[config.mk]
export PLATFORM = sky130hd
export DESIGN_NAME = div_hi
export DESIGN_NICKNAME = d
export VERILOG_FILES = /design/src/rtl/div_hi_pkg.sv /design/src/rtl/div_hi_step.sv /design/src/rtl/div_hi.sv
export SDC_FILE = /design/constraint.sdc
export NUM_CORES = 1
export LEC_CHECK = 0
export CORE_ASPECT_RATIO = 0.7
export CORE_MARGIN = 2
export CORE_UTILIZATION = 45
export CTS_CLUSTER_SIZE = 10
export DETAILED_ROUTE_END_ITERATION = 7
export GPL_TIMING_DRIVEN = 0
export PLACE_DENSITY = 0.77
export SETUP_SLACK_MARGIN = 0.5
export SYNTH_ARGS = -nofsm -noshare
export SYNTH_HDL_FRONTEND = slang
export SYNTH_SLANG_ARGS = --single-unit
[constraint.sdc]
create_clock -name clk -period 3.35 [get_ports clk]
set_input_delay 0.67 -clock clk [delete_from_list [all_inputs] [get_ports clk]]
set_output_delay 0.67 -clock clk [all_outputs]
set_load 0.05 [all_outputs]
[src/rtl/div_hi_pkg.sv]
// Shared types and constants for the div_hi 64/32 unsigned divider.
package div_hi_pkg;

  localparam int ADDR_W = 8;
  localparam int DIV_ITERATIONS = 32;
  localparam logic [31:0] DIV_SATURATE = 32'hFFFF_FFFF;

  typedef logic [31:0] ia_u32_t;
  typedef logic [ADDR_W-1:0] address_u32_t;

  typedef enum logic [1:0] {
    IDLE = 2'd0,
    RUN  = 2'd1,
    DONE = 2'd2
  } div_state_e;

  typedef struct packed {
    ia_u32_t      operand1;
    ia_u32_t      operand2;
    ia_u32_t      operand3;
    address_u32_t destination;
    logic         conditionalFlag;
  } div_hi_a;

  function automatic div_hi_a div_hi_o(input ia_u32_t hi, input ia_u32_t lo,
                                       input ia_u32_t dv, input address_u32_t d,
                                       input logic flag);
    div_hi_a r;
    r.operand1        = hi;
    r.operand2        = lo;
    r.operand3        = dv;
    r.destination     = d;
    r.conditionalFlag = flag;
    return r;
  endfunction

endpackage

[src/rtl/div_hi_step.sv]
// One restoring-division step: shift in a dividend bit, subtract the divisor if it fits.
module div_hi_step (
  input  logic [32:0] partial_i,
  input  logic        bit_i,
  input  logic [31:0] divisor_i,
  output logic [32:0] partial_o,
  output logic        qbit_o
);

  logic [33:0] t;
  logic        ge;

  // Partial stays below the divisor, so the top bit of t is zero in practice.
  assign t         = {partial_i, bit_i};
  assign ge        = (t >= {2'b00, divisor_i});
  assign qbit_o    = ge;
  assign partial_o = ge ? 33'(t - {2'b00, divisor_i}) : t[32:0];

endmodule

[src/rtl/div_hi.sv]
// Multi-cycle unsigned 64/32 divider with valid/ready handshakes on both sides.
// Optional LCISC_DIV_EARLY_TERM_EN finishes trivially small dividends without iterating.
module div_hi
  import div_hi_pkg::*;
#(
  parameter int DEST_W     = ADDR_W,
  parameter int ITERATIONS = DIV_ITERATIONS
) (
  input  logic              clk,
  input  logic              reset,
  input  logic              in_valid,
  output logic              in_ready,
  input  logic [31:0]       dividend_hi,
  input  logic [31:0]       dividend_lo,
  input  logic [31:0]       divisor,
  input  logic [DEST_W-1:0] dest,
  output logic              out_valid,
  input  logic              out_ready,
  output logic [31:0]       quotient,
  output logic [31:0]       remainder,
  output logic [DEST_W-1:0] out_dest,
  output logic              div_by_zero,
  output logic              overflow
);

  localparam int CNT_W = $clog2(ITERATIONS);

  div_state_e        state_q, state_d;
  logic [32:0]       partial_q, partial_d;
  logic [31:0]       shift_q, shift_d;
  logic [31:0]       divisor_q, divisor_d;
  logic [CNT_W-1:0]  cnt_q, cnt_d;
  logic [DEST_W-1:0] dest_q, dest_d;
  logic              dbz_q, dbz_d;
  logic              ovf_q, ovf_d;

  div_hi_a     req;
  logic [32:0] step_partial;
  logic        step_qbit;

  div_hi_step u_step (
    .partial_i (partial_q),
    .bit_i     (shift_q[31]),
    .divisor_i (divisor_q),
    .partial_o (step_partial),
    .qbit_o    (step_qbit)
  );

  always_comb begin
    state_d   = state_q;
    partial_d = partial_q;
    shift_d   = shift_q;
    divisor_d = divisor_q;
    cnt_d     = cnt_q;
    dest_d    = dest_q;
    dbz_d     = dbz_q;
    ovf_d     = ovf_q;
    req = div_hi_o(dividend_hi, dividend_lo, divisor, address_u32_t'(dest),
                   in_valid && (state_q == IDLE));

    case (state_q)
      IDLE: begin
        if (req.conditionalFlag) begin
          dest_d    = DEST_W'(req.destination);
          divisor_d = req.operand3;
          dbz_d     = 1'b0;
          ovf_d     = 1'b0;
          if (req.operand3 == '0) begin
            state_d   = DONE;
            shift_d   = DIV_SATURATE;
            partial_d = {1'b0, req.operand2};
            dbz_d     = 1'b1;
          end else if (req.operand1 >= req.operand3) begin
            state_d   = DONE;
            shift_d   = DIV_SATURATE;
            partial_d = {1'b0, req.operand2};
            ovf_d     = 1'b1;
          end
`ifdef LCISC_DIV_EARLY_TERM_EN
          else if ((req.operand1 == '0) && (req.operand2 < req.operand3)) begin
            state_d   = DONE;
            shift_d   = '0;
            partial_d = {1'b0, req.operand2};
          end
`endif
          else begin
            state_d   = RUN;
            partial_d = {1'b0, req.operand1};
            shift_d   = req.operand2;
            cnt_d     = CNT_W'(ITERATIONS - 1);
          end
        end
      end
      RUN: begin
        // Dividend bits leave the top of shift_q as quotient bits enter the bottom.
        partial_d = step_partial;
        shift_d   = {shift_q[30:0], step_qbit};
        if (cnt_q == '0) begin
          state_d = DONE;
        end else begin
          cnt_d = cnt_q - 1'b1;
        end
      end
      DONE: begin
        if (out_ready) begin
          state_d = IDLE;
        end
      end
      default: state_d = IDLE;
    endcase
  end

  always_ff @(posedge clk) begin
    if (reset) begin
      state_q   <= IDLE;
      partial_q <= '0;
      shift_q   <= '0;
      divisor_q <= '0;
      cnt_q     <= '0;
      dest_q    <= '0;
      dbz_q     <= 1'b0;
      ovf_q     <= 1'b0;
    end else begin
      state_q   <= state_d;
      partial_q <= partial_d;
      shift_q   <= shift_d;
      divisor_q <= divisor_d;
      cnt_q     <= cnt_d;
      dest_q    <= dest_d;
      dbz_q     <= dbz_d;
      ovf_q     <= ovf_d;
    end
  end

  assign in_ready    = (state_q == IDLE);
  assign out_valid   = (state_q == DONE);
  assign quotient    = shift_q;
  assign remainder   = partial_q[31:0];
  assign out_dest    = dest_q;
  assign div_by_zero = dbz_q;
  assign overflow    = ovf_q;

endmodule

### After elaboration in Yosys (flattened, before gate mapping)

Index checks and enable logic that the tools add are counted.

* $add $sub $neg: 2
* $mul: 0
* div/mod/pow operators: 0
* magnitude comparators: 2
* equality and inequality tests: 8
* shift-type cells: 0
* muxes and demuxes: 23
* bitwise gates (word level): 0
* reductions and logical operators: 9

Operators by type and width (number)
* two-way mux 32 bit: 5
* two-way mux 33 bit: 2
* one-hot mux 33 bit (2 select lines): 1
* one-hot mux 32 bit (2 select lines): 1
* greater-or-equal comparator 34 x 32 -> 1 bit: 1
* subtractor 33 x 32 -> 33 bit: 1
* greater-or-equal comparator 32 bit: 1
* logical NOT 32 bit: 1
* two-way mux 5 bit: 4
* two-way mux 2 bit: 5
* one-hot mux 5 bit (2 select lines): 1
* inequality test 2 bit (second input constant): 4
* one-hot mux 2 bit (3 select lines): 1
* logical NOT 5 bit: 1
* AND reduction 5 bit: 1
* subtractor 5 x 1 -> 5 bit (second input constant): 1
* inequality test 2 x 1 -> 1 bit (second input constant): 2
* AND reduction 2 bit: 2
* two-way mux 1 bit: 3
* AND reduction 3 bit: 1
* == test 2 x 1 -> 1 bit (second input constant): 1
* == test 2 bit (second input constant): 1
* logical NOT 2 bit: 1
* nonzero test 2 bit: 1
* logical AND 1 bit: 1

* flip-flop bits (word level): 114
* bits in latches: 0
* RAM bits: 0
* memory bits (read-only): 0
* bits of input ports: 108
* output and inout bits: 76
* memories: 0

### Depth between registers and ports, before layout

Gate-level depths: netlist (run 1).

* depth in word-level cells: 5
* mapped depth: 13
* depth with buffers taken out: 12

### Hierarchy

Synthesis (run 1) repeated with hierarchy kept, for this count alone.

* cell total of the unflattened synthesis: 1185
* area, all modules: 8508.2 sq um

By module, submodules not included
* div_hi: instances 1, cells an instance 839, area each 6317.3 sq um, seq. area each 2282.2 sq um
* div_hi_step: instances 1, cells an instance 346, area each 2190.9 sq um, seq. area each 0.0 sq um

### Worst setup path before layout (run 1)

OpenSTA, ideal clock, no wires.

* path kind: flip-flop to flip-flop
* start point: register shift_q[31], in the netlist quotient[31]
* end point: register partial_q[29]
* arrival: 2659 ps
* required time: 3218 ps
* path slack: 559 ps
* cell stages (with the launch flop): 14
* buffers on the path: 1
* clock period less this slack: 2791 ps
* cells stage by stage: dfxtp_1 > inv_1 > ha_1 > fa_1 > nor2b_4 > o2111ai_2 > a41o_1 > a211oi_2 > o31a_4 > o21a_4 > nor2_4 > buf_8 > a221oi_2 > nor3_2

* cells in the longest elaborated chain, start to end: 3
* elaborated cells between the ends (all ways): 4

RTL lines
* start, declared: RTL line div_hi.sv:30 `logic [31:0] shift_q, shift_d;`
* start signal, assigned: RTL line div_hi.sv:126 `shift_q <= shift_d;`
* subtractor 33 x 32 -> 33 bit / greater-or-equal comparator 34 x 32 -> 1 bit (equally long branches): RTL line div_hi_step.sv:17, div_hi_step.sv:15
* two-way mux 33 bit (*): RTL line div_hi_step.sv:17 `assign partial_o = ge ? 33'(t - {2'b00, divisor_i}) : t[32:0];`
* one-hot mux 33 bit (2 select lines) (*): RTL line div_hi.sv:61 `case (state_q)`
* end signal, assigned: RTL line div_hi.sv:125 `partial_q <= partial_d;`
* end, declared: RTL line div_hi.sv:29 `logic [32:0] partial_q, partial_d;`

Mark *: on every way between the ends. The rest lies on a longest branch, timed or not.
A chain may end at the register's enable or synchronous reset.

### Worst setup path after layout (run 1)

* start point: input divisor[0]
* end point: register partial_q[7]

* cells in the longest elaborated chain, start to end: 5
* elaborated cells between the ends (all ways): 6

RTL lines
* start, declared: RTL line div_hi.sv:15 `input logic [31:0] divisor,`
* greater-or-equal comparator 32 bit: RTL line div_hi.sv:73 `end else if (req.operand1 >= req.operand3) begin`
* two-way mux 32 bit: RTL line div_hi.sv:73
* two-way mux 32 bit (*): RTL line div_hi.sv:68 `if (req.operand3 == '0) begin`
* two-way mux 33 bit (*): RTL line div_hi.sv:63 `if (req.conditionalFlag) begin`
* one-hot mux 33 bit (2 select lines) (*): RTL line div_hi.sv:61

Mark *: on every way between the ends. The rest lies on a longest branch, timed or not. The select of a mux whose other input is x is not followed.

==> results.md, run 1 <==
Run status:
- The run finished with clean final reports.

Route:
- For this block, the routed nets add up to 33900 um of wire.
- The via count normalized by instance count is 6.18.
- After detailed routing, the average wire length per cell comes to 20.9 um.
- In the routed design, unresolved DRC markers number 0.
- The number of DRC markers in iteration 0 is 1411.
- Detailed routing inserted a total of 10000 vias.
- The first detailed-routing pass took 7 iterations.
- The remaining number of nets flagged by the antenna check after routing is 0.

Timing:
- Setup repair after global routing could not meet its margin everywhere.
- The number of failing setup endpoints in the final timing report is 0.
- The post-layout worst setup margin is 0.376 ns.
- The worst hold margin is 0.452 ns.
- The upper clock frequency limit is 336 MHz.
- The count of final max-slew check failures was 0.
- The tightest slew margin relative to the limit is 43.3%.
- The worst path uses 88.8% of the clock period.
- Across the routed clock network, the largest skew measured is 0.0118 ns.
- For the pin with the worst max-slew slack, the measured transition is 0.851 ns.
- The number of hold violations in the final report is 0.
- Subtracting the final worst setup slack from the clock period gives 2.97 ns.

Yosys:
- The proportion of synthesized chip area in sequential cells is 27.4%.
- Yosys mapped the design onto 73 distinct sky130hd cell types.
- Counting every net in the synthesized netlist gives 1311.
- The prevailing post-synth register cell is sky130_fd_sc_hd__dfxtp_1.
- The dominant cell type by area after synthesis is sky130_fd_sc_hd__dfxtp_1.
- A synthesized cell averages 7.33 sq um.
- In the post-synthesis netlist, the biggest area contributors are sky130_fd_sc_hd__dfxtp_1, sky130_fd_sc_hd__ha_1, sky130_fd_sc_hd__a21oi_1.
- The count of mapped cells out of synthesis is 1136.
- After synthesis, the share of flip-flops with an asynchronous set or reset is 0%.
- The Yosys step of the flow raised 0 warnings.
- The number of synthesized flops with an enable pin is 0.
- Summing every instance area after synthesis gives 8320 sq um.
- The top-area cell type share of the netlist area is 27.4%.
- Counting flops and latches in the post-synthesis netlist gives 114.

Setup path:
- Among all stages on the critical path, the largest delay is contributed by sky130_fd_sc_hd__or2_4.
- The largest stage delay on the critical path is 0.37 ns.
- Of all nets on the critical path, the largest fanout is 5.
- STA classifies the critical path endpoint as a flop.
- At the worst endpoint, the arrival time is 3.28 ns.
- The critical path goes through dlygate4sd2_1 -> nor4_4 -> nand4_1 -> or2_4 -> nand4_1 -> buf_4 -> o21ai_4 -> buf_4 -> clkbuf_4 -> nor2_1 -> nor2_1 -> o21ai_0 -> o21ai_1.
- The critical path launch point type is an input port.
- Counting cells, the worst reg-to-reg path comes to 13.
- The critical path start-end classification is input port to flop.
- The worst path required time is 3.65 ns.

CTS:
- The clock passes through at most 2 buffers.
- TritonCTS built the clock tree.
- In this run the clock root is driven by a sky130_fd_sc_hd__clkbuf_16.
- The number of hold buffers added after CTS was 0.
- The clock drives 114 sinks.
- The number of clock buffers added by TritonCTS is 17.
- The clock tree synthesis step divided the H-tree into 4 levels.
- The clock-pin slew of the registers on the worst-case setup and hold paths is 0.06 ns.
- The clock latency reported for the late side of the worst-skew pair is 0.42 ns.

Floorplanning:
- Measured along the y axis, the die boundary spans 118 um.
- The total number of placement rows is 41.
- In this run the count of I/O pins placed on the die edge is 184.
- The horizontal die dimension is 167 um.
- The die covers 19600 sq um.
- The core box area is 18100 sq um.
- The initial utilization of the core area, before any placement, comes to 46.1%.

Global route:
- The initial antenna violation count is 3.
- The via count of the first global-routing pass was 9028.
- The wire length of the first global-routing pass is 49900 um.
- Global routing used 32.1% of the available tracks across all layers.
- The total overflow reported by the global router is 0.
- The largest net degree at the start of global routing is 17.

Pwr:
- The worst voltage drop across the vdd grid is 0.604 mV.
- For this design the ratio of total power to cell area is 1090 nW/um^2.
- In this run the static leakage power is 4.94 nW.

Placed design:
- Routability-driven placement finished with a final weighted congestion of 0.926.
- Prior to clock tree synthesis, the placed netlist has a worst setup slack of -0.689 ns.
- The post-DP HPWL is 24200 um.
- The number of input and output port buffers inserted is 183.

Layout:
- The area added between synthesis and finish is 44.2%.
- In the final layout, the share of cells above drive strength 1 is 17.1%.
- For this run, the post-layout net count is 1544.

Worst hold path:
- The number of stages on the worst hold path is 2.
- The path class of the tightest hold or removal check is flop to flop.

Job:
- The tool flagged a number of max-cap violations equal to 0.
[layer usage]
metal  share of wire (%)  vias to the layer above  GRT usage (%)  routed length, um
li1                    -                     4472              -                  -
met1                  43                     4690           46.7              14500
met4                 3.3                        2           10.4               1120
met5               0.027                        -              0                  9
met2                  42                      734           47.5              14400
met3                  12                      112           6.15               3920
[layout by cell type (no fill, tap or decap), types with 11 or more instances in the layout]
cell	count
sky130_fd_sc_hd__a21o_1	11
sky130_fd_sc_hd__a21oi_1	135
sky130_fd_sc_hd__dlygate4sd2_1	29
sky130_fd_sc_hd__inv_1	76
sky130_fd_sc_hd__ha_1	52
sky130_fd_sc_hd__dlymetal6s2s_1	17
sky130_fd_sc_hd__clkdlybuf4s50_1	133
sky130_fd_sc_hd__nand2_1	140
sky130_fd_sc_hd__nand4_1	15
sky130_fd_sc_hd__xnor2_1	15
sky130_fd_sc_hd__nor2_1	96
sky130_fd_sc_hd__clkbuf_16	21
sky130_fd_sc_hd__nor3_1	17
sky130_fd_sc_hd__nand3_1	30
sky130_fd_sc_hd__clkbuf_1	44
sky130_fd_sc_hd__xor2_1	13
sky130_fd_sc_hd__o21ai_1	38
sky130_fd_sc_hd__buf_4	57
sky130_fd_sc_hd__ha_4	11
sky130_fd_sc_hd__o21ai_0	52
sky130_fd_sc_hd__dfxtp_1	106
sky130_fd_sc_hd__a22oi_1	31
sky130_fd_sc_hd__a211oi_2	16
[sequential cells by signal (all words and copies together) (netlist names)]
| name | cells |
|---|---|
| cnt_q | 5 |
| divisor_q | 32 |
| partial_q | 33 |
| overflow | 1 |
| div_by_zero | 1 |
| out_dest | 8 |
| state_q | 2 |
| quotient | 32 |
[cells in the mapped netlist, drive strengths merged, types with 19 or more instances]
| master | number |
|---|---|
| buf | 50 |
| dfxtp | 114 |
| inv | 77 |
| a21oi | 146 |
| nand2 | 142 |
| ha | 66 |
| a211oi | 25 |
| nor2 | 102 |
| nand3 | 32 |
| nor3 | 19 |
| o21ai | 101 |
| a22oi | 32 |
| clkbuf | 49 |
[area by class of cell]
type	count	area, sq um
antenna	2	5.00
buffer	99	652
clock buffer	22	464
clock inverter	10	133
fill	1474	6050
inverter	77	289
multi-input combinational	847	5740
sequential	114	2300
tap	236	295
timing repair buffer	213	2130
[cell families (layout without fill, tap and decap cells)]
| kind of cell | Yosys count | count (layout) | share of synthesized area (%) |
|---|---|---|---|
| simple gates | 357 | 357 | 19.2 |
| other cells | 0 | 2 | 0 |
| mux | 7 | 7 | 0.842 |
| buf+inv | 176 | 421 | 10.0 |
| flops | 114 | 114 | 27.4 |
| xor+xnor | 28 | 28 | 2.95 |
| compound gates | 387 | 388 | 29.4 |
| fa+ha+maj | 67 | 67 | 10.2 |
[critical path, delay by kind of cell]
family / cells / cell delay, ns
simple gates: 6 / 1.39
buf+inv: 4 / 0.76
compound gates: 3 / 0.43
[timing repair]
action / 4_1_cts / 5_1_grt
endpoints found under the setup margin: 73 / 77
pin swaps: 40 / 49
gates resized for setup: 127 / 115
cloned: 4 / 3
setup buffers: 13 / 11
[report_power, final]
part	switching [mW]	internal (mW)	leakage, nW
combinational	5.45	3.48	3.71
clock	0.691	1.20	0.286
sequential	0.445	1.77	0.945
[stage by stage]
step	TNS (ns)	power [mW]	area [sq um]	instances	utilization, %
floorplan	0	7.61	8320	1136	-
global placement	-34.25	9.67	10400	1555	57.9
detailed placement	-34.09	9.76	10400	1555	57.9
CTS	0	12.1	11500	1604	63.6
global route	0	13.6	12000	1620	66.5
finish	0	13.0	12000	1620	66.5
[worst paths after layout]
check / from / to / slack [ns]
hold reg to reg: divisor_q[24]$_SDFFE_PP0P_ / divisor_q[24]$_SDFFE_PP0P_ / 0.45
setup reg to reg: quotient[31]$_SDFFE_PP0P_ / partial_q[20]$_SDFFE_PP0P_ / 0.41
hold / removal: divisor_q[24]$_SDFFE_PP0P_ / divisor_q[24]$_SDFFE_PP0P_ / 0.45
setup / recovery: divisor[0] / partial_q[7]$_SDFFE_PP0P_ / 0.38
No activity file was read; power rests on OpenSTA's default activity.
==> inputs of run 2 (changes only) <==
--- a/config.mk
+++ b/config.mk
@@ -6,12 +6,12 @@
 export NUM_CORES = 1
 export LEC_CHECK = 0
 export CORE_ASPECT_RATIO = 0.7
-export CORE_MARGIN = 2
 export CORE_UTILIZATION = 45
 export CTS_CLUSTER_SIZE = 10
 export DETAILED_ROUTE_END_ITERATION = 7
+export DONT_BUFFER_PORTS = 1
 export GPL_TIMING_DRIVEN = 0
-export PLACE_DENSITY = 0.77
+export PLACE_DENSITY = 0.65
 export SETUP_SLACK_MARGIN = 0.5
 export SYNTH_ARGS = -nofsm -noshare
 export SYNTH_HDL_FRONTEND = slang
==> run 2 against run 1 <==
- clock skew fell by 0.0010 ns
- die area shrank 2.9%
- sequential power rose by 21%
- critical path depth up 2
- utilization shrank 11 points
- critical path type is now flop to flop
- critical endpoint is now partial_q[10]$_SDFFE_PP0P_
==> results.md, run 2 (synthesis gave the netlist of run 1 again) <==
Route:
- The final wirelength is 31200 um (-7.9%).
- The via count normalized by instance count is 6.14 (-0.56%).
- The number of remaining DRC errors is 0 (unchanged).
- The average wire length per cell after detail routing is 21.8 um (+4.1%).
- The first-pass iteration count of the detailed router is 7 (unchanged).
- The remaining number of nets flagged by the antenna check after routing is 0 (unchanged).
- The number of DRC markers in iteration 0 is 999 (-29%).
- The detailed-route via count is 8805 (-12%).

Timing:
- The tightest slew margin relative to the limit is 32.0% (-11 points).
- Setup repair after global routing could not meet its margin everywhere.
- The final worst-path cycle share is 89.0% (+0.21 points).
- The count of final max-slew check failures is 0 (unchanged).
- The number of hold violations in the final report is 0 (unchanged).
- The upper clock frequency limit is 335 MHz (-0.24%).
- The final clock skew was 0.0107 ns (-0.00102 ns).
- The worst-margin pin slew is 1.02 ns (+0.166 ns).
- The number of failing setup endpoints in the final timing report is 0 (unchanged).
- The final critical path time including I/O delays and setup is 2.98 ns (+0.00711 ns).
- The total negative setup slack came to 0 ns (unchanged).

Pwr:
- The total power of the final layout is 12.8 mW (-1.6%).
- The power per standard cell area is 1290 nW/um^2 (+18%).
- The switching fraction of total power is 51.1% (+0.55 points).
- The share of power burned in registers is 20.8% (+3.8 points).
- The portion of total power attributed to the clock network is 16.0% (+1.5 points).
- The net switching component of the power was 6.55 mW (-0.55%).
- The proportion of power drawn by combinational gates came to 63.1% (-5.4 points).
- The leakage dissipation is 4.03 nW (-19%).
- The worst voltage drop across the vdd grid is 0.594 mV (-1.5%).
- The internal power consumption is 6.28 mW (-2.7%).

Global route:
- The met1 usage in global routing came to 44.6% (-2.1 points).
- The total overflow reported by the global router is 0 (unchanged).
- The layer carrying the most global-route usage is met2.
- The largest net degree at the start of global routing is 17 (unchanged).
- The initial antenna violation count came to 0 (-3).
- The met3 global-route usage was 8.95% (+2.8 points).
- The wire length of the first global-routing pass is 45800 um (-8.2%).
- The via count of the first global-routing pass is 7860 (-13%).
- The total routing resource utilization after global routing is 32.0% (-0.11 points).
- The fraction of met2 tracks used by global routing was 46.9% (-0.52 points).

Floorplanning:
- The vertical die dimension is 116 um (-1.7%).
- The core box area is 18100 sq um (unchanged).
- The horizontal die dimension is 165 um (-1.2%).
- The total I/O pin count is 184 (unchanged).
- The total number of placement rows is 41 (unchanged).
- The die footprint is 19000 sq um (-2.9%).
- The starting density of the core is 46.1% (unchanged).

Setup path:
- The critical path start-end classification is flop to flop.
- The largest fanout on the critical path is 6 (+1).
- The worst setup path is captured at a flop.
- The critical path arrival is 3.33 ns (+0.05 ns).
- The worst path required time came to 3.70 ns (+0.05 ns).
- The worst setup path is launched from a flop.

Job:
- The number of maximum-capacitance constraint violations is 0 (unchanged).

Worst hold path:
- The worst hold path belongs to the class input port to flop.

CTS:
- The largest buffer count on any clock path is 2 (unchanged).
- The clock-pin slew of the registers on the worst-case setup and hold paths is 0.06 ns (about the same).
- The clock latency reported for the late side of the worst-skew pair is 0.42 ns (about the same).
- The number of buffers added by the clock tree synthesis step is 17 (unchanged).
- The clock net sink count is 114 (unchanged).
- The number of H-tree levels is 4 (unchanged).
- The CTS tree is built.
- The cell sitting at the root of the clock tree is a sky130_fd_sc_hd__clkbuf_16.
- The number of buffers added to fix hold violations after cts is 0 (unchanged).

Layout:
- The top register by number of flip-flops is partial_q.
- The number of nets in the layout was 1359 (-12%).
- From synthesis to final layout, the design area changed by 19.9%.
- The flip-flop count of the largest register, all copies and words added is 33 (unchanged).
- The library cell used most frequently in the layout, excluding fill and tap cells, is sky130_fd_sc_hd__nand2_1.
- The diode insertion count for antenna repair came to 0 (-2).
- The share of layout cells above drive strength 1 is 18.0% (+0.88 points).
- In the layout the commonest cells are sky130_fd_sc_hd__nand2_1, sky130_fd_sc_hd__a21oi_1, sky130_fd_sc_hd__dfxtp_1, sky130_fd_sc_hd__nor2_1, sky130_fd_sc_hd__inv_1.

Placed design:
- The post-DP HPWL is 23700 um (-2.0%).
- The placer congestion estimate is 0.999 (+7.9%).
- The number of input and output port buffers inserted was 0 (-100%).

Run status:
- The run finished with clean final reports.
==> run 2: cell types whose count changed in the layout (fill, tap and decap cells not counted), moves of 7 or more <==
cell	previous run	this run
sky130_fd_sc_hd__dlymetal6s2s_1	17	0
sky130_fd_sc_hd__dlygate4sd2_1	29	0
sky130_fd_sc_hd__ha_1	52	59
sky130_fd_sc_hd__clkdlybuf4s50_1	133	0
sky130_fd_sc_hd__ha_4	11	3
sky130_fd_sc_hd__o21ai_0	52	69
sky130_fd_sc_hd__o21ai_2	10	2
sky130_fd_sc_hd__o21ai_1	38	28
==> run 2: metal layers <==
metal	wire, um	vias to the layer above
met5	0	-
met4	779	0
met3	3720	65
met2	13000	477
met1	13700	4157
li1	-	4106
==> run 2: critical path, cell delays in order (launching register included) <==
cell and delay (ns):
sky130_fd_sc_hd__dfxtp_2 0.35, sky130_fd_sc_hd__inv_2 0.05, sky130_fd_sc_hd__ha_4 0.15, sky130_fd_sc_hd__fa_2 0.37, sky130_fd_sc_hd__nor2b_4 0.14, sky130_fd_sc_hd__o2111ai_2 0.13, sky130_fd_sc_hd__a41o_2 0.34, sky130_fd_sc_hd__a211oi_4 0.31
sky130_fd_sc_hd__o31a_4 0.22, sky130_fd_sc_hd__o21ai_4 0.08, sky130_fd_sc_hd__buf_6 0.14, sky130_fd_sc_hd__buf_8 0.13, sky130_fd_sc_hd__buf_12 0.13, sky130_fd_sc_hd__a21oi_1 0.15, sky130_fd_sc_hd__a211oi_2 0.06, sky130_fd_sc_hd__o21ai_1 0.15
==> run 2: cell type report <==
class,instances,area [sq um]
repair buffers,29,284
flip-flops and latches,114,2300
multi-input cells,846,5560
fillers,1723,8080
clock buffers,19,443
plain buffers,99,596
well taps,236,295
clock inverters,13,208
inverters,77,289
==> run 2: what timing repair did <==
| item | 4_1_cts | 5_1_grt |
|---|---|---|
| resized for setup | 43 | 91 |
| cloned | 0 | 2 |
| setup endpoints to repair | 69 | 71 |
| setup buffers | 10 | 17 |
| pin swaps | 17 | 52 |
==> run 2: through the flow <==
step | std cells | cell area, sq um | utilization (%) | setup slack [ns] | hold slack [ns]
after floorplan | 1136 | 8320 | - | 0.559 | 0.436
after global placement | 1372 | 8620 | 47.7 | -0.262 | 0.445
after detailed placement | 1372 | 8620 | 47.7 | -0.226 | 0.451
after CTS | 1414 | 9500 | 52.6 | 0.487 | 0.374
after global routing | 1433 | 9970 | 55.2 | 0.295 | 0.378
final | 1433 | 9970 | 55.2 | 0.368 | 0.371
==> run 2: power by group through the flow <==
stage	combinational (mW)	sequential [mW]	clock [mW]
after floorplan	5.14	2.47	0
after global placement	6.42	2.65	0
after detailed placement	6.46	2.65	0
after CTS	6.83	2.64	2.05
after global routing	8.67	2.72	2.13
final	8.10	2.67	2.06
==> run 2: final timing paths <==
path                            slack, ns                          to                       start  cells past startpoint
worst min register to register       0.46  divisor_q[24]$_SDFFE_PP0P_  divisor_q[24]$_SDFFE_PP0P_                      2
worst max-delay path                 0.37  partial_q[10]$_SDFFE_PP0P_   quotient[31]$_SDFFE_PP0P_                     15
worst min-delay path                 0.37  divisor_q[11]$_SDFFE_PP0P_                 divisor[11]                      2
worst max register to register       0.37  partial_q[10]$_SDFFE_PP0P_   quotient[31]$_SDFFE_PP0P_                     15
==> inputs of run 3 (changes only) <==
--- a/config.mk
+++ b/config.mk
@@ -12,7 +12,7 @@
 export DONT_BUFFER_PORTS = 1
 export GPL_TIMING_DRIVEN = 0
 export PLACE_DENSITY = 0.65
-export SETUP_SLACK_MARGIN = 0.5
+export SETUP_SLACK_MARGIN = 0.1
 export SYNTH_ARGS = -nofsm -noshare
 export SYNTH_HDL_FRONTEND = slang
 export SYNTH_SLANG_ARGS = --single-unit
==> run 3 against run 2 <==
- worst setup slack got worse by 0.10 ns
- routed wire length decreased by 4.5%
- register-to-register slack got worse by 0.10 ns
- sequential cell count unchanged
- sequential share of layout area increased by 1.4 points
- utilization decreased by 3.6 points
- clock power about the same
- critical path depth decreased by 4
- non-clock buffer count decreased by 28
- total power decreased by 11%
- critical path type is now input port to flop
- critical endpoint is now partial_q[26]$_SDFFE_PP0P_
- highest routed layer unchanged
==> results.md, run 3 (synthesis gave the netlist of run 1 again) <==
Run status:
- The flow ran to the end, and the final reports show no timing, DRC or antenna violations.

Timing:
- The number of hold violations in the final report came to 0 (unchanged).
- The post-layout worst setup margin is 0.267 ns (-0.101 ns).
- The upper clock frequency limit is 324 MHz (-3.3%).
- The final clock skew is 0.0111 ns (+0.000364 ns).
- The final critical path time including I/O delays and setup is 3.08 ns (+0.101 ns).
- Setup repair after global routing could not meet its margin everywhere.
- The tightest slew margin relative to the limit was 31.2% (-0.84 points).
- The worst hold margin is 0.374 ns (+0.00302 ns).
- The count of final max-slew check failures is 0 (unchanged).
- The worst-margin pin slew is 1.03 ns (+0.0125 ns).
- The number of failing setup endpoints in the final timing report came to 0 (unchanged).
- The final worst-path cycle share came to 92.0% (+3.0 points).

Layout:
- The final-layout fill cell count is 1817 (+5.5%).
- The area added between synthesis and finish is 12.0%.
- The library cell used most frequently in the layout, excluding fill and tap cells, is sky130_fd_sc_hd__a21oi_1.
- The share of layout cells above drive strength 1 is 10.4% (-7.5 points).
- The total area of multi-input combinational cells is 5250 sq um (-5.6%).
- The flip-flop count of the largest register, all copies and words added is 33 (unchanged).
- In the layout the commonest cells are sky130_fd_sc_hd__a21oi_1, sky130_fd_sc_hd__nand2_1, sky130_fd_sc_hd__dfxtp_1, sky130_fd_sc_hd__nor2_1, sky130_fd_sc_hd__o21ai_0.
- The diode insertion count for antenna repair came to 0 (unchanged).
- The number of nets in the layout was 1331 (-2.1%).
- The final design utilization is 51.6% (-3.6 points).
- The area taken by flip-flops and latches is 2280 sq um (-0.82%).
- The top register by number of flip-flops is partial_q.
- The number of non-filler instances in the completed layout came to 1405 (-2.0%).

Global route:
- The total routing resource utilization after global routing is 31.7% (-0.26 points).
- The via count of the first global-routing pass came to 7775 (-1.1%).
- The initial antenna violation count came to 0 (unchanged).
- The largest net degree at the start of global routing is 17 (unchanged).
- The wire length of the first global-routing pass was 45500 um (-0.83%).
- The total overflow reported by the global router came to 0 (unchanged).

Setup path:
- The startpoint identified for the worst register-to-register timing path is quotient[31]$_SDFFE_PP0P_.
- The worst register-to-register path ends at partial_q[28]$_SDFFE_PP0P_.
- The startpoint of the most critical setup path is divisor[31].
- The largest fanout on the critical path is 10 (+4).
- The worst path required time is 3.69 ns (about the same).
- The critical path start-end classification is input port to flop.
- The sum of buffers and inverters on the critical path is 2 (-2).
- The standard cell with the maximum stage delay on the critical path is sky130_fd_sc_hd__or2_2.
- The kind of capture point of the worst setup path is a flop.
- On the critical path the largest part of the delay comes from simple AND/OR/NAND/NOR gates.
- The largest stage delay on the critical path came to 0.45 ns (+0.08 ns).
- The worst-case register-to-register setup slack is 0.27 ns (-0.10 ns).
- The depth of the worst register-to-register path came to 12 (-3).
- The critical path arrival came to 3.42 ns (+0.09 ns).
- The last element of the critical path is partial_q[26]$_SDFFE_PP0P_.
- Traced cell by cell, the critical path runs through nor4_2 -> nand4_1 -> or2_2 -> nand4_1 -> o21a_1 -> clkbuf_4 -> clkbuf_4 -> nand2_1 -> a31oi_1 -> o21ai_0 -> a21oi_1.
- The critical path launch point type is an input port.
- The critical path depth in cells was 11 (-4).

Placed design:
- The count of placed standard cells including taps is 1372 (unchanged).
- The number of input and output port buffers inserted is 0 (unchanged).
- The placer congestion estimate is 0.999 (unchanged).
- The setup slack after placement came to -0.226 ns (unchanged).
- The post-DP HPWL is 23700 um (unchanged).

Pwr:
- The leakage dissipation is 3.80 nW (-5.7%).
- The power per standard cell area is 1220 nW/um^2 (-4.9%).
- The worst voltage drop across the vdd grid is 0.666 mV (+12%).
- The total power of the final layout is 11.4 mW (-11%).

CTS:
- The clock latency reported for the late side of the worst-skew pair is 0.42 ns (about the same).
- The number of H-tree levels is 4 (unchanged).
- The clock net sink count is 114 (unchanged).
- The number of buffers added to fix hold violations after cts is 0 (unchanged).
- The clock-pin slew of the registers on the worst-case setup and hold paths is 0.06 ns (about the same).
- The number of buffers added by the clock tree synthesis step is 17 (unchanged).
- Clock tree synthesis selected as its root buffer the cell sky130_fd_sc_hd__clkbuf_16.
- The largest buffer count on any clock path is 2 (unchanged).
- TritonCTS built the clock tree.

Route:
- The via count normalized by instance count was 6.12 (-0.44%).
- The first-pass iteration count of the detailed router is 6 (-1).
- The number of DRC markers in iteration 0 came to 882 (-12%).
- The final wirelength came to 29800 um (-4.5%).
- The average wire length per cell after detail routing was 21.2 um (-2.6%).
- The detailed-route via count was 8595 (-2.4%).
- The remaining number of nets flagged by the antenna check after routing was 0 (unchanged).
- The number of remaining DRC errors is 0 (unchanged).

Floorplanning:
- The core box area is 18100 sq um (unchanged).
- The starting density of the core is 46.1% (unchanged).
- The die footprint came to 19000 sq um (unchanged).
- The total number of placement rows came to 41 (unchanged).
- The horizontal die dimension is 165 um (unchanged).
- The vertical die dimension is 116 um (unchanged).
- The total I/O pin count is 184 (unchanged).

Worst hold path:
- The min-delay analysis places its worst path in the category input port to flop.

Job:
- The number of maximum-capacitance constraint violations came to 0 (unchanged).
run 3: per-stage QoR:
stage	setup TNS [ns]	cell area (sq um)
2_1_floorplan	0	8320
3_3_place_gp	-5.05	8620
3_5_place_dp	-4.71	8620
4_1_cts	0	9290
5_1_grt	0	9320
6_report	0	9320
run 3: layout make-up:
cell class | instances | share of cell area [%]
Clock buffer | 19 | 4.75
Buffer | 99 | 5.92
Sequential cell | 114 | 24.5
Tap cell | 236 | 3.17
Inverter | 77 | 3.10
Clock inverter | 13 | 2.23
Timing Repair Buffer | 1 | 0.0805
Multi-Input combinational cell | 846 | 56.3
run 3: worst reg2reg max path, stage by stage (launching register included):
cell and delay, ns:
sky130_fd_sc_hd__dfxtp_2 0.37, sky130_fd_sc_hd__inv_1 0.05, sky130_fd_sc_hd__ha_1 0.21, sky130_fd_sc_hd__fa_2 0.39, sky130_fd_sc_hd__nor2b_4 0.15, sky130_fd_sc_hd__o2111ai_2 0.13, sky130_fd_sc_hd__a41o_1 0.28, sky130_fd_sc_hd__a211oi_1 0.40
sky130_fd_sc_hd__o211ai_1 0.20, sky130_fd_sc_hd__a21oi_1 0.27, sky130_fd_sc_hd__o21ai_0 0.13, sky130_fd_sc_hd__a311oi_2 0.30, sky130_fd_sc_hd__o22ai_1 0.11
run 3: how the worst min path moves through the flow:
stage / from / endpoint / slack (ns) / cells past startpoint
3_3_place_gp: divisor_q[8]$_SDFFE_PP0P_ / divisor_q[8]$_SDFFE_PP0P_ / 0.44 / 2
5_1_grt: divisor[24] / divisor_q[24]$_SDFFE_PP0P_ / 0.38 / 2
4_1_cts: divisor[24] / divisor_q[24]$_SDFFE_PP0P_ / 0.37 / 2
6_report: divisor[28] / divisor_q[28]$_SDFFE_PP0P_ / 0.37 / 2
3_5_place_dp: divisor_q[20]$_SDFFE_PP0P_ / divisor_q[20]$_SDFFE_PP0P_ / 0.45 / 2
2_1_floorplan: divisor_q[10]$_SDFFE_PP0P_ / divisor_q[10]$_SDFFE_PP0P_ / 0.44 / 2
run 3: report_power, final:
group | switching [mW] | leakage [nW] | total (mW) | internal [mW]
logic | 4.31 | 2.55 | 6.70 | 2.39
clock network | 0.713 | 0.306 | 2.05 | 1.34
registers | 0.885 | 0.942 | 2.64 | 1.75
run 3: timing repair:
item / CTS / global route
endpoints found under the setup margin: 2 / 58
pin swaps: 1 / 3
gates resized for setup: 2 / 12
buffers inserted: 1 / 0
run 3: routing by layer:
metal | GRT usage, % | vias up | routed length, um
met3 | 9.31 | 62 | 3430
met1 | 44.4 | 4022 | 13400
met5 | 0 | - | 0
li1 | - | 4046 | -
met4 | 11.1 | 0 | 776
met2 | 46.0 | 465 | 12200
